[src/rtl/restoring_divider_seq_pkg.sv]
// Shared types and sizing helpers for the iterative restoring divider.
// Holds the FSM state encoding and the iteration-counter width rule.
package restoring_divider_seq_pkg;

  typedef enum logic [1:0] {
    IDLE = 2'd0,
    RUN  = 2'd1,
    DONE = 2'd2
  } state_e;

  localparam int DefaultWidth = 64;

  // Counter only has to reach WIDTH-1, so $clog2(WIDTH) bits always suffice.
  function automatic int countWidth(input int width);
    return (width < 2) ? 1 : $clog2(width);
  endfunction

endpackage

[src/rtl/restoring_divider_seq_sub.sv]
// N-bit ripple-carry subtractor: D = A + ~B + 1, cout = 1 means no borrow.
// Purely combinational; the divider uses cout as its commit/restore decision.
module rca_sub_nbit #(
  parameter int N = 65
) (
  input  logic [N-1:0] A,
  input  logic [N-1:0] B,
  output logic [N-1:0] D,
  output logic         cout
);

  logic [N:0]   carry;
  logic [N-1:0] bInv;

  assign bInv     = ~B;
  assign carry[0] = 1'b1;

  for (genvar i = 0; i < N; i++) begin : gBit
    assign D[i]         = A[i] ^ bInv[i] ^ carry[i];
    assign carry[i + 1] = (A[i] & bInv[i]) | (carry[i] & (A[i] ^ bInv[i]));
  end

  assign cout = carry[N];

endmodule

[src/rtl/restoring_divider_seq.sv]
// Iterative unsigned restoring divider, one quotient bit per clock.
// Optional zero-divisor short-cut enabled by defining RDIV_DBZ_CHECK_EN.
module restoring_divider_seq
  import restoring_divider_seq_pkg::*;
#(
  parameter int WIDTH = DefaultWidth
) (
  input  logic             clk,
  input  logic             rst,
  input  logic             start,
  input  logic [WIDTH-1:0] dividend,
  input  logic [WIDTH-1:0] divisor,
  output logic             busy,
  output logic             done,
  output logic [WIDTH-1:0] quotient,
  output logic [WIDTH-1:0] remainder,
  output logic             div_by_zero
);

  localparam int CW = countWidth(WIDTH);
  localparam logic [CW-1:0] LastCount = CW'(WIDTH - 1);

  state_e           state_q, state_d;
  logic [WIDTH:0]   rem_q, rem_d;
  logic [WIDTH-1:0] quo_q, quo_d;
  logic [WIDTH-1:0] div_q, div_d;
  logic [CW-1:0]    count_q, count_d;
  logic [WIDTH-1:0] quotient_q, quotient_d;
  logic [WIDTH-1:0] remainder_q, remainder_d;

  logic [WIDTH:0]   shiftedRem;
  logic [WIDTH:0]   trialDiff;
  logic             trialCout;
  logic             commit;
  logic [WIDTH:0]   nextRem;
  logic [WIDTH-1:0] nextQuo;

  // The {R,Q} pair shifts left by one; R picks up the quotient MSB.
  assign shiftedRem = {rem_q[WIDTH-1:0], quo_q[WIDTH-1]};

  rca_sub_nbit #(
    .N(WIDTH + 1)
  ) uSub (
    .A   (shiftedRem),
    .B   ({1'b0, div_q}),
    .D   (trialDiff),
    .cout(trialCout)
  );

  // A set bit shifted out of R would also mean R already exceeds D.
  assign commit  = trialCout | rem_q[WIDTH];
  assign nextRem = commit ? trialDiff : shiftedRem;
  assign nextQuo = {quo_q[WIDTH-2:0], commit};

`ifdef RDIV_DBZ_CHECK_EN
  logic dbz_q, dbz_d;
`endif

  always_comb begin
    state_d     = state_q;
    rem_d       = rem_q;
    quo_d       = quo_q;
    div_d       = div_q;
    count_d     = count_q;
    quotient_d  = quotient_q;
    remainder_d = remainder_q;
`ifdef RDIV_DBZ_CHECK_EN
    dbz_d       = dbz_q;
`endif
    case (state_q)
      IDLE, DONE: begin
        if (start) begin
          div_d   = divisor;
          quo_d   = dividend;
          rem_d   = '0;
          count_d = '0;
          state_d = RUN;
`ifdef RDIV_DBZ_CHECK_EN
          dbz_d   = 1'b0;
          if (divisor == '0) begin
            state_d     = DONE;
            quotient_d  = '1;
            remainder_d = dividend;
            dbz_d       = 1'b1;
          end
`endif
        end else if (state_q == DONE) begin
          state_d = IDLE;
        end
      end
      RUN: begin
        rem_d   = nextRem;
        quo_d   = nextQuo;
        count_d = count_q + CW'(1);
        if (count_q == LastCount) begin
          state_d     = DONE;
          quotient_d  = nextQuo;
          remainder_d = nextRem[WIDTH-1:0];
        end
      end
      default: state_d = IDLE;
    endcase
  end

  always_ff @(posedge clk or posedge rst) begin
    if (rst) begin
      state_q     <= IDLE;
      rem_q       <= '0;
      quo_q       <= '0;
      div_q       <= '0;
      count_q     <= '0;
      quotient_q  <= '0;
      remainder_q <= '0;
    end else begin
      state_q     <= state_d;
      rem_q       <= rem_d;
      quo_q       <= quo_d;
      div_q       <= div_d;
      count_q     <= count_d;
      quotient_q  <= quotient_d;
      remainder_q <= remainder_d;
    end
  end

`ifdef RDIV_DBZ_CHECK_EN
  always_ff @(posedge clk or posedge rst) begin
    if (rst) begin
      dbz_q <= 1'b0;
    end else begin
      dbz_q <= dbz_d;
    end
  end

  assign div_by_zero = dbz_q;
`else
  assign div_by_zero = 1'b0;
`endif

  assign busy      = (state_q == RUN);
  assign done      = (state_q == DONE);
  assign quotient  = quotient_q;
  assign remainder = remainder_q;

endmodule

[config.mk]
export PLATFORM = sky130hd
export DESIGN_NAME = restoring_divider_seq
export DESIGN_NICKNAME = d
export VERILOG_FILES = /design/src/rtl/restoring_divider_seq_pkg.sv /design/src/rtl/restoring_divider_seq_sub.sv /design/src/rtl/restoring_divider_seq.sv
export SDC_FILE = /design/constraint.sdc
export NUM_CORES = 1
export LEC_CHECK = 0
export CAP_MARGIN = 10
export CELL_PAD_IN_SITES_DETAIL_PLACEMENT = 1
export CELL_PAD_IN_SITES_GLOBAL_PLACEMENT = 2
export CORE_MARGIN = 8
export CORE_UTILIZATION = 35
export CTS_CLUSTER_SIZE = 28
export DETAILED_ROUTE_END_ITERATION = 10
export PLACE_DENSITY_LB_ADDON = 0.1
export SLEW_MARGIN = 30
export SYNTH_ARGS = -nofsm -noshare
export SYNTH_HDL_FRONTEND = slang
export SYNTH_SLANG_ARGS = --single-unit
[constraint.sdc]
create_clock -name clk -period 35.2 [get_ports clk]
set_input_delay 3.52 -clock clk [delete_from_list [all_inputs] [get_ports clk]]
set_output_delay 3.52 -clock clk [all_outputs]
set_load 0.1 [all_outputs]
======== Word level (Yosys, flattened, before mapping) ========
Cells that the tools add are included.
storage, ports and cells
  word-level logic and storage cells ...... 358
  bits in registers ....................... 329
  output and inout port bits .............. 131
operators by class
  multiplexer cells ....................... 11
  reduce and logical (&&, ||, !) cells .... 7
  eq/ne operators ......................... 6
  add/subtract/negate cells ............... 1
  bitwise operators ....................... 326
operators by type and width
  kind                 number
  $mux 65              2
  $pmux 65 s2          1
  $and 1x1->1          129
  $xor 1x1->1          129
  $pmux 64 s2          1
  $or 1x1->1           66
  $not 64->65          1
  $mux 64              1
  $pmux 6 s2           1
  $reduce_and 2->1     4
  $add 6x1->6 const B  1
  $eq 6x6->1 const B   1
  $mux 2               3
  $mux 6               1
  $pmux 2 s2           1
  $ne 3x3->1 const B   1
  $eq 2x1->1 const B   1
  $eq 2x2->1 const B   1
  $logic_not 2->1      1
  $ne 2x1->1 const B   1
  $ne 2x2->1 const B   1
  $reduce_bool 2->1    1
  $reduce_or 2->1      1
  $not 1->1            1

======== Depth between registers and ports, before layout ========
  word-level depth ........................ 134
  depth in mapped cells ................... 76

======== Cells and area by module ========
Synthesis repeated with hierarchy kept, for this count alone.
second synthesis, totals
  cells, all modules ...................... 1343
  area total of the unflattened synthesis .. 15238.4 um^2
by module, submodules not included
  module                 times used  cells an instance  area each (um^2)  seq. area each (um^2)
  restoring_divider_seq  1           1147               13452.9           8232.9
  rca_sub_nbit           1           196                1785.5            0.0

======== Least setup slack after synthesis ========
Ideal clock, no wire load.
  path type ............................... reg2reg
  start point ............................. register quo_q[63]
  end point ............................... register remainder_q[10], in the netlist remainder[10]
  data arrival time ....................... 25.462 ns
  period minus slack after synthesis ...... 25.591 ns
  cell stages (with the launch flop) ...... 77
  path slack .............................. 9.609 ns
  setup time .............................. 0.129 ns
  path buffers ............................ 3
  path through ............................ dfrtp_1 -> inv_1 -> ha_1 -> inv_1 -> fa_1 -> fa_1 -> fa_1 -> fa_1 -> fa_1 -> fa_1 -> fa_1 -> fa_1 -> fa_1 -> fa_1 -> fa_1 -> fa_1 -> fa_1 -> fa_1 -> (+41 left out) -> fa_1 -> fa_1 -> fa_1 -> fa_1 -> inv_1 -> fa_1 -> inv_1 -> fa_1 -> fa_1 -> fa_1 -> inv_1 -> ha_1 -> nor2b_1 -> clkbuf_1 -> buf_4 -> buf_4 -> mux2i_1 -> mux2i_1
between the ends
  word-level cells in the longest chain between the ends .. 132
  elaborated cells between the ends (all ways) .. 134
  those cells by class .................... mux (1); bitwise (133)
ends and longest elaborated chain
  item                                        RTL line                         RTL
  from (decl)                                 restoring_divider_seq.sv:25      logic [WIDTH-1:0] quo_q, quo_d;
  from (signal assigned)                      restoring_divider_seq.sv:117     quo_q <= quo_d;
  $and 1x1->1 or $xor 1x1->1 (tied branches)  restoring_divider_seq_sub.sv:20  assign carry[i + 1] = (A[i] & bInv[i]) | (carry[i] & (A[i] ^ bInv[i]));
  $or 1x1->1 *                                restoring_divider_seq_sub.sv:20
  $and 1x1->1 *                               restoring_divider_seq_sub.sv:20
  $or 1x1->1 *                                restoring_divider_seq_sub.sv:20
  $and 1x1->1 *                               restoring_divider_seq_sub.sv:20
  $or 1x1->1 *                                restoring_divider_seq_sub.sv:20
  $and 1x1->1 *                               restoring_divider_seq_sub.sv:20
  $or 1x1->1 *                                restoring_divider_seq_sub.sv:20
  (+116 left out)                             --
  $and 1x1->1                                 restoring_divider_seq_sub.sv:20
  $or 1x1->1                                  restoring_divider_seq_sub.sv:20
  $and 1x1->1                                 restoring_divider_seq_sub.sv:20
  $or 1x1->1                                  restoring_divider_seq_sub.sv:20
  $and 1x1->1                                 restoring_divider_seq_sub.sv:20
  $or 1x1->1                                  restoring_divider_seq_sub.sv:20
  $or 1x1->1                                  restoring_divider_seq.sv:51      assign commit = trialCout | rem_q[WIDTH];
  $mux 65 *                                   restoring_divider_seq.sv:52      assign nextRem = commit ? trialDiff : shiftedRem;
  to (signal assigned)                        restoring_divider_seq.sv:121     remainder_q <= remainder_d;
  to (decl)                                   restoring_divider_seq.sv:29      logic [WIDTH-1:0] remainder_q, remainder_d;
Mark *: on every way between the ends. The rest lies on a longest branch, timed or not.
A chain may end at the register's enable or synchronous reset.

======== Final worst setup path ========
  start point ............................. register quo_q[63]
  end point ............................... register remainder_q[26], in the netlist remainder[26]
between the ends
  word-level cells in the longest chain between the ends .. 132
  elaborated cells between the ends (all ways) .. 134
  those cells by class .................... mux (1); bitwise (133)
ends and longest elaborated chain
  item                                        RTL line
  $and 1x1->1 or $xor 1x1->1 (tied branches)  restoring_divider_seq_sub.sv:20
  $or 1x1->1 *                                restoring_divider_seq_sub.sv:20
  $and 1x1->1 *                               restoring_divider_seq_sub.sv:20
  $or 1x1->1 *                                restoring_divider_seq_sub.sv:20
  $and 1x1->1 *                               restoring_divider_seq_sub.sv:20
  $or 1x1->1 *                                restoring_divider_seq_sub.sv:20
  $and 1x1->1 *                               restoring_divider_seq_sub.sv:20
  $or 1x1->1 *                                restoring_divider_seq_sub.sv:20
  (+116 left out)                             --
  $and 1x1->1                                 restoring_divider_seq_sub.sv:20
  $or 1x1->1                                  restoring_divider_seq_sub.sv:20
  $and 1x1->1                                 restoring_divider_seq_sub.sv:20
  $or 1x1->1                                  restoring_divider_seq_sub.sv:20
  $and 1x1->1                                 restoring_divider_seq_sub.sv:20
  $or 1x1->1                                  restoring_divider_seq_sub.sv:20
  $or 1x1->1                                  restoring_divider_seq.sv:51
  $mux 65 *                                   restoring_divider_seq.sv:52
Marked as above.

==> out/qor.txt <==
Cell depth of the worst flop-to-flop path - 74
Critical R2R Launch - quo_q[63]$_DFFE_PP0P_
Clock-pin transition on the worst setup and hold timing paths - 0.06 ns
Max_cap viols - 0
Post-CTS setup buffers - 0
CTS hold repair buffers - 0
Final hold vios - 0
Part of the power in registers - 0.318
Die Wd - 222 um
Number of global-route vias before repair - 11100
Die Span Y - 222 um
Peak supply drop - 0.0519 mV
Relative contribution of the clock network to total power - 0.199
Fin nets - 1647
Count of standard-cell rows - 75
Share of power burned in combinational logic - 0.483
Leakage - 0.00806 uW
Worst-Skew Late Latency - 0.54 ns
Share of total power consumed by net switching - 0.459
Layout Area Growth over Synthesis - 28.7%
Post-synth EDFFs - 0
Post-CTS sizing - 0
Cell at the root of the clock tree - clkbuf_16
Cell Area, Synth - 0.0148 mm2
Hold Path End - count_q[5]$_DFFE_PP0P_
Result of the run - finished clean
Internal power summed over all cells - 1110 uW
Period Utilization, post-route - 0.772
RePlAce Congestion - 0.731
Clock skew after layout - 0.0181 ns
Final slew viol count - 0
Floorplan die area - 0.0492 mm2
First-iteration detailed-routing DRC count - 572
WL/cell - 19.7 um
Worst path max stage delay - 0.66 ns
Average size of a mapped cell - 12.2 um2
Count of endpoints failing setup in the final report - 0
Most prevalent standard cell on the critical path - fa_1
Most frequent standard cell in the layout excluding fill and tap cells - dfrtp_1
Sequential cell area fraction in the yosys report - 0.555
Starting Density - 0.354
Final ANT Viol Nets - 0
Initial antenna violation count - 4
Global-route wire length before repair - 65.5 mm
CTS sink cnt - 329
Vias/cell - 4.87
Hold/Removal Path Class - flip-flop to flip-flop
Final core utilization - 0.456
Flop and latch count out of synthesis - 329
DR DRC count - 0
Floorplan core area - 0.0419 mm2
Most used flip-flop cell after synthesis - dfrtp_1
Count of pins on the block boundary - 262
Largest net degree at the start of global routing - 107
Least-Margin Pin Slew - 1.04 ns
Number of warnings printed during yosys synthesis - 0
Hpwl dp - 26.1 mm
Worst setup path category - flip-flop to flip-flop
Post-layout min period - 27.16 ns
Maximum clock path buffer count - 3
Async SR Flop Fraction - 1.00
Switching power - 941 uW
Min-Delay Path Depth - 1
RSZ-0062 raised after global routing - no
Worst Min Path Start - count_q[5]$_DFFE_PP0P_
H-Tree Level Count - 2
Kind of end point of the critical path - flip-flop
Fraction of layout instances using a drive strength above 1 - 0.0771
Port Buf Inserts - 260
Max frequency - 36.8 MHz
Number of distinct library cells after synthesis - 33
Commonest cells after routing, fill and taps aside - dfrtp_1, clkdlybuf4s50_1, nand2_1
Total via count after detailed routing - 9826
Worst slack at placement - 7.97 ns
Worst R2R End - remainder[26]$_DFFE_PP0P_
Aggregate negative setup slack - 0 ns
Power density over cell area - 108 mW/mm2
First-pass iteration count of the detailed router - 6
Worst path arrival time - 27.55 ns
Max-Slew Margin vs Limit - 0.307
Number of buffers inserted during clock tree synthesis - 40
Flop-to-flop setup slack - 8.04 ns
Synthesized instance count - 1217
Worst-case setup margin in the final layout - 8.04 ns
TritonCTS clock tree - yes
Total wire length after detailed routing - 39.8 mm
Total power consumption of the routed design - 2050 uW
Highest net fanout along the worst path - 67
Net Count, Synth - 1414
GRT Overall Usage - 0.165
Worst EP required - 35.59 ns
CP Launch Type - flip-flop
Cell with the largest stage delay on the worst path - buf_6
Gr ovfl total - 0
routing by layer:
metal  track usage  share of wire  vias to the layer above
met4        0.0462          0.019                        8
met5             0         0.0013                        -
met2         0.261           0.47                      190
met1         0.218           0.45                     4997
li1              -              -                     4581
met3        0.0501          0.064                       50
state kept, by name (all words and copies together) (netlist names):
register,count
rem_q,65
count_q,6
quotient,64
remainder,64
state_q,2
div_q,64
quo_q,64
through the flow:
step | instance area [um2] | hold WS [ns] | std cells
3_5_place_dp | 17800 | 0.474 | 1947
5_1_grt | 19100 | 0.500 | 2018
2_1_floorplan | 14800 | 0.450 | 1217
6_report | 19100 | 0.475 | 2019
4_1_cts | 19100 | 0.482 | 2018
3_3_place_gp | 17800 | 0.466 | 1946
worst max path at each step:
stage / from / endpoint / slack, ns / cells past startpoint
2_1_floorplan: quo_q[63]$_DFFE_PP0P_ / remainder[10]$_DFFE_PP0P_ / 9.61 / 76
3_3_place_gp: quo_q[63]$_DFFE_PP0P_ / remainder[0]$_DFFE_PP0P_ / 7.90 / 74
3_5_place_dp: quo_q[63]$_DFFE_PP0P_ / remainder[26]$_DFFE_PP0P_ / 7.97 / 74
4_1_cts: quo_q[63]$_DFFE_PP0P_ / remainder[26]$_DFFE_PP0P_ / 7.91 / 74
5_1_grt: quo_q[63]$_DFFE_PP0P_ / remainder[55]$_DFFE_PP0P_ / 6.96 / 74
6_report: quo_q[63]$_DFFE_PP0P_ / remainder[26]$_DFFE_PP0P_ / 8.04 / 74
cell usage after synthesis, drive strengths merged (3+ instances only):
| cell | instances | share of area |
|---|---|---|
| a22o | 4 | 0.0024 |
| a22oi | 62 | 0.031 |
| buf | 46 | 0.019 |
| clkbuf | 36 | 0.0091 |
| dfrtp | 329 | 0.56 |
| fa | 63 | 0.085 |
| ha | 3 | 0.0025 |
| inv | 134 | 0.034 |
| mux2 | 66 | 0.050 |
| mux2i | 129 | 0.087 |
| nand2 | 133 | 0.034 |
| nand3 | 66 | 0.022 |
| nor2 | 3 | 0.00093 |
| nor2b | 3 | 0.0013 |
| o21ai | 64 | 0.022 |
| o2bb2ai | 63 | 0.037 |
critical path, delay by kind of cell, from the launching register on:
kind	cells	cell delay (ns)
adders and majority gates	65	24.93
buffers and inverters	6	1.00
DFF	1	0.36
muxes	2	0.52
and+or+nand+nor	1	0.15
power groups by stage:
| stage | clock network (uW) | logic (uW) | registers (uW) |
|---|---|---|---|
| 2_1_floorplan | 0 | 417 | 981 |
| 4_1_cts | 425 | 1010 | 658 |
| 6_report | 408 | 990 | 653 |
| 3_5_place_dp | 0 | 1000 | 662 |
| 5_1_grt | 438 | 1090 | 680 |
| 3_3_place_gp | 0 | 991 | 659 |
final cells by class:
class | count | area (um2)
antenna | 1 | 2.50
fill | 4405 | 22800
timing repair buffer | 273 | 2660
clock inverter | 7 | 85.1
sequential | 329 | 8230
tap | 539 | 674
clock buffer | 64 | 1210
multi-input combinational | 672 | 5700
inverter | 134 | 510
cells by family (layout without fill, tap and decap cells):
kind of cell | Yosys count | after routing | synth area share
muxes | 195 | 195 | 0.137
and+or+nand+nor | 209 | 209 | 0.0600
adders and majority gates | 66 | 66 | 0.0876
DFF | 329 | 329 | 0.555
buffers and inverters | 216 | 478 | 0.0625
AOI/OAI and AO/OA | 200 | 200 | 0.0965
xor gates and xnor gates | 1 | 1 | 0.000591
other | 1 | 2 | 0.000253
Note: power is estimated with default switching activity, not from simulation.
